## config.mk

```make
export PLATFORM = sky130hd
export DESIGN_NAME = wb_gpio_irq
export DESIGN_NICKNAME = d
export VERILOG_FILES = /design/src/rtl/gpio_irq_pkg.sv /design/src/rtl/gpio_sync_edge.sv /design/src/rtl/wb_gpio_irq.sv
export SDC_FILE = /design/constraint.sdc
export NUM_CORES = 1
export LEC_CHECK = 0
export CAP_MARGIN = 20
export CORE_AREA = 3 3 92 112
export CTS_CLUSTER_DIAMETER = 100
export DETAILED_ROUTE_END_ITERATION = 16
export DIE_AREA = 0 0 95 115
export PLACE_DENSITY = 0.76
export SLEW_MARGIN = 20
export SYNTH_ARGS = -nofsm -noshare
export SYNTH_HDL_FRONTEND = slang
export SYNTH_SLANG_ARGS = --single-unit
```

## constraint.sdc

```tcl
create_clock -name clk -period 3.5 [get_ports clk]
set_input_delay 0.7 -clock clk [delete_from_list [all_inputs] [get_ports clk]]
set_output_delay 0.7 -clock clk [all_outputs]
set_load 0.05 [all_outputs]
```

## src/rtl/gpio_irq_pkg.sv

```systemverilog
// ============================================================================
// Module   : gpio_irq_pkg
// Purpose  : Register map, address slice and reset constants for wb_gpio_irq.
// Revision : 1.0 - initial release
// ============================================================================
`default_nettype none

package gpio_irq_pkg;

  localparam logic [2:0] REG_IN     = 3'd0;
  localparam logic [2:0] REG_OUT    = 3'd1;
  localparam logic [2:0] REG_OE     = 3'd2;
  localparam logic [2:0] REG_IEN    = 3'd3;
  localparam logic [2:0] REG_IRISE  = 3'd4;
  localparam logic [2:0] REG_IFALL  = 3'd5;
  localparam logic [2:0] REG_PEND   = 3'd6;
  localparam logic [2:0] REG_TOGGLE = 3'd7;

  localparam int ADR_LSB = 2;
  localparam int ADR_MSB = 4;

  localparam logic [31:0] RST_VAL = 32'h0000_0000;

  // Replace each enabled byte lane of old_val with the matching lane of new_val.
  function automatic logic [31:0] lane_merge(input logic [31:0] old_val,
                                             input logic [31:0] new_val,
                                             input logic [3:0]  sel);
    logic [31:0] r;
    r = old_val;
    for (int b = 0; b < 4; b++) begin
      if (sel[b]) r[8*b +: 8] = new_val[8*b +: 8];
    end
    return r;
  endfunction

endpackage

`default_nettype wire

```

## src/rtl/gpio_sync_edge.sv

```systemverilog
// ============================================================================
// Module   : gpio_sync_edge
// Purpose  : Pin synchroniser, optional debounce (GPIO_DEBOUNCE_EN), history
//            flop and post-reset edge blanking for a bank of GPIO inputs.
// Revision : 1.0 - initial release
// ============================================================================
`default_nettype none

module gpio_sync_edge #(
  parameter int WIDTH           = 8,
  parameter int SYNC_STAGES     = 2,
  parameter int DEBOUNCE_CYCLES = 16
) (
  input  logic             clk,
  input  logic             reset,
  input  logic [WIDTH-1:0] gpio_i,
  output logic [WIDTH-1:0] in_val,
  output logic [WIDTH-1:0] rise,
  output logic [WIDTH-1:0] fall
);

  logic [WIDTH-1:0] sync_q [SYNC_STAGES];
  logic [WIDTH-1:0] sync;
  logic [WIDTH-1:0] accepted;
  logic [WIDTH-1:0] prev_q;

  always_ff @(posedge clk or posedge reset) begin
    if (reset) begin
      for (int i = 0; i < SYNC_STAGES; i++) sync_q[i] <= '0;
    end else begin
      sync_q[0] <= gpio_i;
      for (int i = 1; i < SYNC_STAGES; i++) sync_q[i] <= sync_q[i-1];
    end
  end

  assign sync = sync_q[SYNC_STAGES-1];

`ifdef GPIO_DEBOUNCE_EN
  localparam int CNT_W = $clog2(DEBOUNCE_CYCLES + 1);
  // Blanking also covers the debounce delay so a pin held high through
  // reset is accepted silently.
  localparam int BLANK_CYCLES = SYNC_STAGES + 1 + DEBOUNCE_CYCLES + 1;

  for (genvar p = 0; p < WIDTH; p++) begin : g_debounce
    logic [CNT_W-1:0] cnt_q;
    logic             acc_q;

    // Counter runs only while sync disagrees with the accepted value.
    always_ff @(posedge clk or posedge reset) begin
      if (reset) begin
        cnt_q <= '0;
        acc_q <= 1'b0;
      end else if (sync[p] == acc_q) begin
        cnt_q <= '0;
      end else if (cnt_q == CNT_W'(DEBOUNCE_CYCLES)) begin
        acc_q <= sync[p];
        cnt_q <= '0;
      end else begin
        cnt_q <= cnt_q + 1'b1;
      end
    end

    assign accepted[p] = acc_q;
  end
`else
  localparam int BLANK_CYCLES = SYNC_STAGES + 1;

  logic [31:0] unused_debounce_cfg;
  assign unused_debounce_cfg = 32'(DEBOUNCE_CYCLES);
  assign accepted = sync;
`endif

  localparam int WARM_W = $clog2(BLANK_CYCLES + 1);

  logic [WARM_W-1:0] warm_q;
  logic              blank;

  always_ff @(posedge clk or posedge reset) begin
    if (reset) begin
      warm_q <= '0;
      prev_q <= '0;
    end else begin
      if (blank) warm_q <= warm_q + 1'b1;
      prev_q <= accepted;
    end
  end

  assign blank  = (warm_q != WARM_W'(BLANK_CYCLES));
  assign in_val = accepted;
  assign rise   = accepted & ~prev_q & {WIDTH{~blank}};
  assign fall   = ~accepted & prev_q & {WIDTH{~blank}};

endmodule

`default_nettype wire

```

## src/rtl/wb_gpio_irq.sv

```systemverilog
// ============================================================================
// Module   : wb_gpio_irq
// Purpose  : Wishbone GPIO bank with edge-capture pending register and level
//            interrupt. Optional input debounce via GPIO_DEBOUNCE_EN.
// Revision : 1.0 - initial release
// ============================================================================
`default_nettype none

module wb_gpio_irq
  import gpio_irq_pkg::*;
#(
  parameter int WIDTH           = 8,
  parameter int SYNC_STAGES     = 2,
  parameter int DEBOUNCE_CYCLES = 16
) (
  input  logic             clk,
  input  logic             reset,
  input  logic [31:0]      wb_adr_i,
  input  logic [31:0]      wb_dat_i,
  output logic [31:0]      wb_dat_o,
  input  logic [3:0]       wb_sel_i,
  input  logic             wb_we_i,
  input  logic             wb_stb_i,
  input  logic             wb_cyc_i,
  output logic             wb_ack_o,
  input  logic [WIDTH-1:0] gpio_i,
  output logic [WIDTH-1:0] gpio_o,
  output logic [WIDTH-1:0] gpio_oe,
  output logic             intr
);

  logic [WIDTH-1:0] out_q, oe_q, ien_q, irise_q, ifall_q, pend_q;
  logic [WIDTH-1:0] in_val, rise, fall, evt;

  gpio_sync_edge #(
    .WIDTH           (WIDTH),
    .SYNC_STAGES     (SYNC_STAGES),
    .DEBOUNCE_CYCLES (DEBOUNCE_CYCLES)
  ) u_sync_edge (
    .clk    (clk),
    .reset  (reset),
    .gpio_i (gpio_i),
    .in_val (in_val),
    .rise   (rise),
    .fall   (fall)
  );

  assign evt = (rise & irise_q) | (fall & ifall_q);

  // Gating on ~ack forces the idle cycle between back-to-back accesses.
  logic       req, wr;
  logic [2:0] reg_sel;
  assign req     = wb_stb_i & wb_cyc_i & ~wb_ack_o;
  assign wr      = req & wb_we_i;
  assign reg_sel = wb_adr_i[ADR_MSB:ADR_LSB];

  logic [WIDTH-1:0] rd_w;
  logic [31:0]      rd32, merged, lane_bits;
  logic [WIDTH-1:0] wr_val, bit_mask, clr_mask;

  always_comb begin
    rd_w = '0;
    case (reg_sel)
      REG_IN:    rd_w = in_val;
      REG_OUT:   rd_w = out_q;
      REG_OE:    rd_w = oe_q;
      REG_IEN:   rd_w = ien_q;
      REG_IRISE: rd_w = irise_q;
      REG_IFALL: rd_w = ifall_q;
      REG_PEND:  rd_w = pend_q;
      default:   rd_w = '0;
    endcase
    rd32 = '0;
    rd32[WIDTH-1:0] = rd_w;
  end

  // The read value doubles as the old value for a byte-lane merge.
  assign merged    = lane_merge(rd32, wb_dat_i, wb_sel_i);
  assign lane_bits = lane_merge(32'h0, wb_dat_i, wb_sel_i);
  assign wr_val    = merged[WIDTH-1:0];
  assign bit_mask  = lane_bits[WIDTH-1:0];
  assign clr_mask  = (wr && reg_sel == REG_PEND) ? bit_mask : '0;

  logic unused_bits;
  assign unused_bits = ^{wb_adr_i[31:ADR_MSB+1], wb_adr_i[ADR_LSB-1:0], merged, lane_bits};

  always_ff @(posedge clk or posedge reset) begin
    if (reset) begin
      wb_ack_o <= 1'b0;
      wb_dat_o <= RST_VAL;
      out_q    <= RST_VAL[WIDTH-1:0];
      oe_q     <= RST_VAL[WIDTH-1:0];
      ien_q    <= RST_VAL[WIDTH-1:0];
      irise_q  <= RST_VAL[WIDTH-1:0];
      ifall_q  <= RST_VAL[WIDTH-1:0];
      pend_q   <= RST_VAL[WIDTH-1:0];
      intr     <= 1'b0;
    end else begin
      wb_ack_o <= req;
      if (req) wb_dat_o <= rd32;
      if (wr) begin
        case (reg_sel)
          REG_OUT:    out_q   <= wr_val;
          REG_OE:     oe_q    <= wr_val;
          REG_IEN:    ien_q   <= wr_val;
          REG_IRISE:  irise_q <= wr_val;
          REG_IFALL:  ifall_q <= wr_val;
          REG_TOGGLE: out_q   <= out_q ^ bit_mask;
          default:    ;
        endcase
      end
      // A new event overrides a same-cycle clear.
      pend_q <= (pend_q & ~clr_mask) | evt;
      intr   <= |(pend_q & ien_q);
    end
  end

  assign gpio_o  = out_q;
  assign gpio_oe = oe_q;

endmodule

`default_nettype wire

```

; ---- Word level (Yosys, flattened, before mapping)
; Cells that the tools add are included.
; Widths: inputs -> output; s select.
[totals]
in_bits = 81
word_cells = 55
register_bits = 84
out_inout_bits = 50
[op_classes]
bitwise_logic = 19
addsub = 1
n_eq_ne = 8
mux = 5
n_reduce_logical = 9
[ops]
columns = cell, count
row1 = $and 8x8->8, 8
row2 = $pmux 8 s7, 1
row3 = $mux 8, 3
row4 = $not 8->8, 3
row5 = $or 8x8->8, 2
row6 = $pmux 8 s2, 1
row7 = $eq 3x3->1 const B, 4
row8 = $reduce_and 2->1, 5
row9 = $reduce_or 8->1, 1
row10 = $xor 8x8->8, 1
row11 = $eq 3x2->1 const B, 2
row12 = $and 1x1->1, 3
row13 = $eq 3x1->1 const B, 1
row14 = $logic_not 3->1, 1
row15 = $add 2x1->2 const B, 1
row16 = $ne 2x2->1 const B, 1
row17 = $not 1->1, 2
row18 = $reduce_bool 2->1, 1
row19 = $logic_and 1x1->1, 1

; ---- Logic depth before layout (Yosys ltp)
[logic_depth]
depth_word = 8
ltp_mapped = 9
ltp_nobuf = 6

; ---- Cells and area by module
; From an unflattened synthesis, not the netlist that was laid out.
[unflattened]
cells_unflattened = 393
area_unflattened_um2 = 4219.0
[by_module_without_submodules]
columns = mod, seq_area_each_um2, instances, area_per_inst_um2, cells_per_inst
row1 = wb_gpio_irq, 1451.4, 1, 3301.9, 337
row2 = gpio_sync_edge, 650.6, 1, 917.1, 56

; ---- Least setup slack after synthesis
; OpenSTA, ideal clock, no wires.
[synth_timing]
kind = input to register
startpoint = input wb_adr_i[2]
endpoint = register oe_q[7], in the netlist gpio_oe[7]
setup_ps = 123
cell_stages = 5
slack_ps = 1596
arrival_time_ps = 1781
path_cell_list = buf_4 mux4_2 o21ai_1 mux2_2 o21ai_2
[synth_via]
elab_chain_cells = 3
elab_cells_between_ends = 10
[synth_rtl]
columns = element, line_no
row1 = from (decl), wb_gpio_irq.sv:18  ; input logic [31:0] wb_adr_i,
row2 = "$eq 3x3->1, or another cell as far along", wb_gpio_irq.sv:63  ; case (reg_sel)
row3 = $pmux 8 s7, wb_gpio_irq.sv:63
row4 = $mux 8, gpio_irq_pkg.sv:31  ; if (sel[b]) r[8*b +: 8] = new_val[8*b +: 8];
row5 = to (signal assigned), wb_gpio_irq.sv:92  ; oe_q <= RST_VAL[WIDTH-1:0];
row6 = to (signal assigned), wb_gpio_irq.sv:104  ; REG_OE: oe_q <= wr_val;
row7 = to (decl), wb_gpio_irq.sv:32  ; logic [WIDTH-1:0] out_q, oe_q, ien_q, irise_q, ifall_q, pend_q;
; Several ways; a longest one is shown, not always the timed one.
; A chain may end at the register's enable or synchronous reset.

; ---- Worst setup path after layout
[layout_timing]
startpoint = input wb_adr_i[2]
endpoint = register irise_q[6]
[layout_via]
elab_chain_cells = 3
elab_cells_between_ends = 10
[layout_rtl]
columns = element, line_no
row1 = "$eq 3x3->1, or another cell as far along", wb_gpio_irq.sv:63
row2 = $pmux 8 s7, wb_gpio_irq.sv:63
row3 = $mux 8, gpio_irq_pkg.sv:31
row4 = to (signal assigned), wb_gpio_irq.sv:94  ; irise_q <= RST_VAL[WIDTH-1:0];
row5 = to (signal assigned), wb_gpio_irq.sv:106  ; REG_IRISE: irise_q <= wr_val;
row6 = to (decl), wb_gpio_irq.sv:32
; Several ways; a longest one is shown, not always the timed one.

==> reports/metrics.yaml <==
routing:
  antenna_left: 0
  via_per_inst: 5.69
  routedWlPerCell_um: 17.5
  drt-total-wl_um: 10200
  vias: 3331
  drt_iter0_drc: 314
  drc: 0
  drt-pass1-iter-count: 5
cts:
  clock-root-buffer: "clkbuf_16"
  cts_tree: "done"
  post_cts_resized: 0
  clock_sinks: 84
  clk_pin_slew_ns: 0.06
  worstSkewPairLatency_ns: 0.34
  cts_buffer_depth: 2
  cts-htree-levels: 3
  postCtsSetupBuffers: 0
  cts_made_buffers: 9
  hold_buffers: 0
finish:
  multi_input_area_sq_um: 1790
  drive_above_1_share_pct: 12.1
  seq_area_sq_um: 2100
  nNetsFinal: 539
  diodes: 0
  fillers: 848
  layout.cells.non_filler: 585
  final_cell_area_sq_um: 4970
  syn_to_final_growth_pct: 19.5
synthesis:
  synth_area_leaders: "dfrtp_1, nand2_1, buf_4"
  yosysTopAreaCell: "dfrtp_1"
  avgSynthCellArea_sq_um: 10.2
  post_synth_instance_area_sq_um: 4160
  synth_seq_cells: 84
  yosysSeqAreaShare_pct: 50.6
  yosysTopAreaCellShare_pct: 50.6
  synth_cells: 406
  yosys_warnings: 0
  synthDistinctLibCells: 50
critical_path:
  worstSetupStartpointType: "primary input"
  critical_path_depth: 5
  path_buf_inv: 2
  worstSetupPathType: "primary input to flop"
  cp-end-kind: "flop"
  r2r_end: "gpio_o[3]"
  crit_required_ns: 3.73
  critPathMaxStageDelay_ns: 0.71
  cp-endpoint: "irise_q[6]"
  cp_slowest_cell: "clkdlybuf4s50_1"
  worst_ep_arrival_time_ns: 3.11
  critPathTopFamily: "buffers and inverters"
  r2r_slack_ns: 1.39
  timing.rr.start: "wb_ack_o"
  crit_chain: "clkdlybuf4s50_1, buf_4, nor2_2, nand4_2, o31ai_1"
  crit_path_start: "wb_adr_i[2]"
  reg2reg_depth: 6
  critPathMaxFanout: 16
sta:
  slew_violations: 0
  fmax_ghz: 0.347
  tightest_slew_ns: 0.749
  setup_tns_ns: 0
  finClkSkew_ns: 0.00565
  hold_violations: 0
  rsz0062_at_grt: "no"
  max-slew-margin-rel_pct: 50.0
  timing.final.crit_share_pct: 82.3
  setup-violations-final: 0
  fin_crit_ns: 2.88
floorplanning:
  fp.dieW_um: 95
  die_h_um: 115
  die_area_sq_um: 10900
  start_util_pct: 44.1
  num_rows: 39
  core-area_sq_um: 9420
  ios: 131
outcome:
  status: "finished, final reports clean"
global_routing:
  overflow: 0
  antenna_found_initial: 0
  grt_use_total_pct: 19.7
  grt_pass1_vias: 3172
  grt_max_degree: 43
  grt_pass1_wl_um: 16300
power:
  leakage_nw: 2.18
  p_per_area_nw_per_um2: 595
  vdd_ir_drop_max_mv: 0.258
job:
  cap_violations: 0
placed_design:
  hpwlAfterDp_um: 7060
  gp_congestion: 0.891
  postPlaceCellArea_sq_um: 4680
  port_buffers: 50
  dp_cells: 569
min_path:
  hold_class: "flop to flop"
registers in the layout (all words and copies together) (netlist names), 8 cells and up:
register	count
ifall_q	8
u_sync_edge.in_val	8
pend_q	8
wb_dat_o	8
u_sync_edge.prev_q	8
u_sync_edge.sync_q	8
ien_q	8
irise_q	8
gpio_o	8
gpio_oe	8
worst min-delay path by stage:
| stage | end | startpoint | slack, ns | cells past startpoint |
|---|---|---|---|---|
| 2_1_floorplan | u_sync_edge.in_val[0] | u_sync_edge.sync_q[8] | 0.33 | 0 |
| 6_report | u_sync_edge.in_val[4] | u_sync_edge.sync_q[12] | 0.35 | 0 |
| 3_3_place_gp | u_sync_edge.in_val[6] | u_sync_edge.sync_q[14] | 0.33 | 0 |
| 3_5_place_dp | u_sync_edge.in_val[3] | u_sync_edge.sync_q[11] | 0.34 | 0 |
| 5_1_grt | u_sync_edge.in_val[7] | u_sync_edge.sync_q[15] | 0.36 | 0 |
| 4_1_cts | u_sync_edge.in_val[3] | u_sync_edge.sync_q[11] | 0.35 | 0 |
routing by layer:
layer  wire (um)  vias up  global-route usage [%]
met5           0        -                       0
met4         263        0                    9.62
met3         939       25                    4.38
met2        4880      183                    30.4
met1        4140     1615                    26.2
li1            -     1508                       -
cells in the mapped netlist, drive strengths merged:
master   instances
nand2           79
o22ai            3
nand3b          13
a22o             8
o21a             3
o31ai           13
o2bb2ai          2
nor2b            4
o21ai           53
buf             41
mux4             1
a211oi           2
a21o             1
and2             1
nand3            5
a21oi            5
dfrtp           84
o211ai           2
a32oi            2
or3              1
o311ai           1
mux2             7
ha               1
conb             1
a31oi            4
nand4            7
nor3             5
nor2             9
and3             2
clkbuf           6
a222oi           3
nand2b           1
and2b            1
a22oi           12
xnor2            2
nor3b            1
inv              6
mux2i           14
final cells by class:
| type | count | area share [%] |
|---|---|---|
| clock buffers | 15 | 5.59 |
| well taps | 123 | 3.10 |
| inverters | 6 | 0.479 |
| clock inverters | 1 | 0.101 |
| repair buffers | 64 | 12.4 |
| multi-input cells | 292 | 36.0 |
| flip-flops and latches | 84 | 42.3 |
report_power, final:
group / total (W) / switching [W] / internal [W]
logic: 0.000798 / 0.000513 / 0.000285
registers: 0.00126 / 0.000138 / 0.00112
clock network: 0.000896 / 0.000357 / 0.000538
total: 0.00296 / 0.00101 / 0.00195
placed cells by master, fill, tap and decap left out, types with 4 or more instances in the layout:
cell type	n
o21ai_1	24
o31ai_1	13
mux2_2	7
nand3_1	5
nand3b_1	10
nand4_1	6
nor2b_1	4
nor3_2	4
clkbuf_16	9
a22o_1	8
mux2i_1	14
dfrtp_1	84
a22oi_1	12
clkdlybuf4s50_1	50
o21ai_2	4
nand2_1	79
nor2_1	7
buf_4	13
a21oi_1	5
a31oi_1	4
conb_1	24
o21ai_0	25
through the flow:
stage	worst slack (ns)	power [W]	utilization, %	hold slack (ns)
after floorplan	0.635	0.00182	-	0.331
after global placement	0.383	0.00205	49.7	0.333
after detailed placement	0.299	0.00207	49.7	0.336
after CTS	0.646	0.00297	52.7	0.345
after global routing	0.544	0.00309	52.7	0.357
final	0.620	0.00296	52.7	0.348
cell families (layout without fill, tap and decap cells):
family                   after synthesis  in the layout  synth area share (%)
AND/OR/NAND/NOR                      129            129                  16.0
AO/OA/AOI/OAI                        114            114                  18.1
flip-flops                            84             84                  50.6
buffers and inverters                 53             86                  8.55
multiplexers                          22             22                  5.81
XOR/XNOR                               2              2                 0.602
adder cells (fa/ha/maj)                1              1                 0.301
other                                  1             24                0.0902
Power figures use the tool's default switching activity.
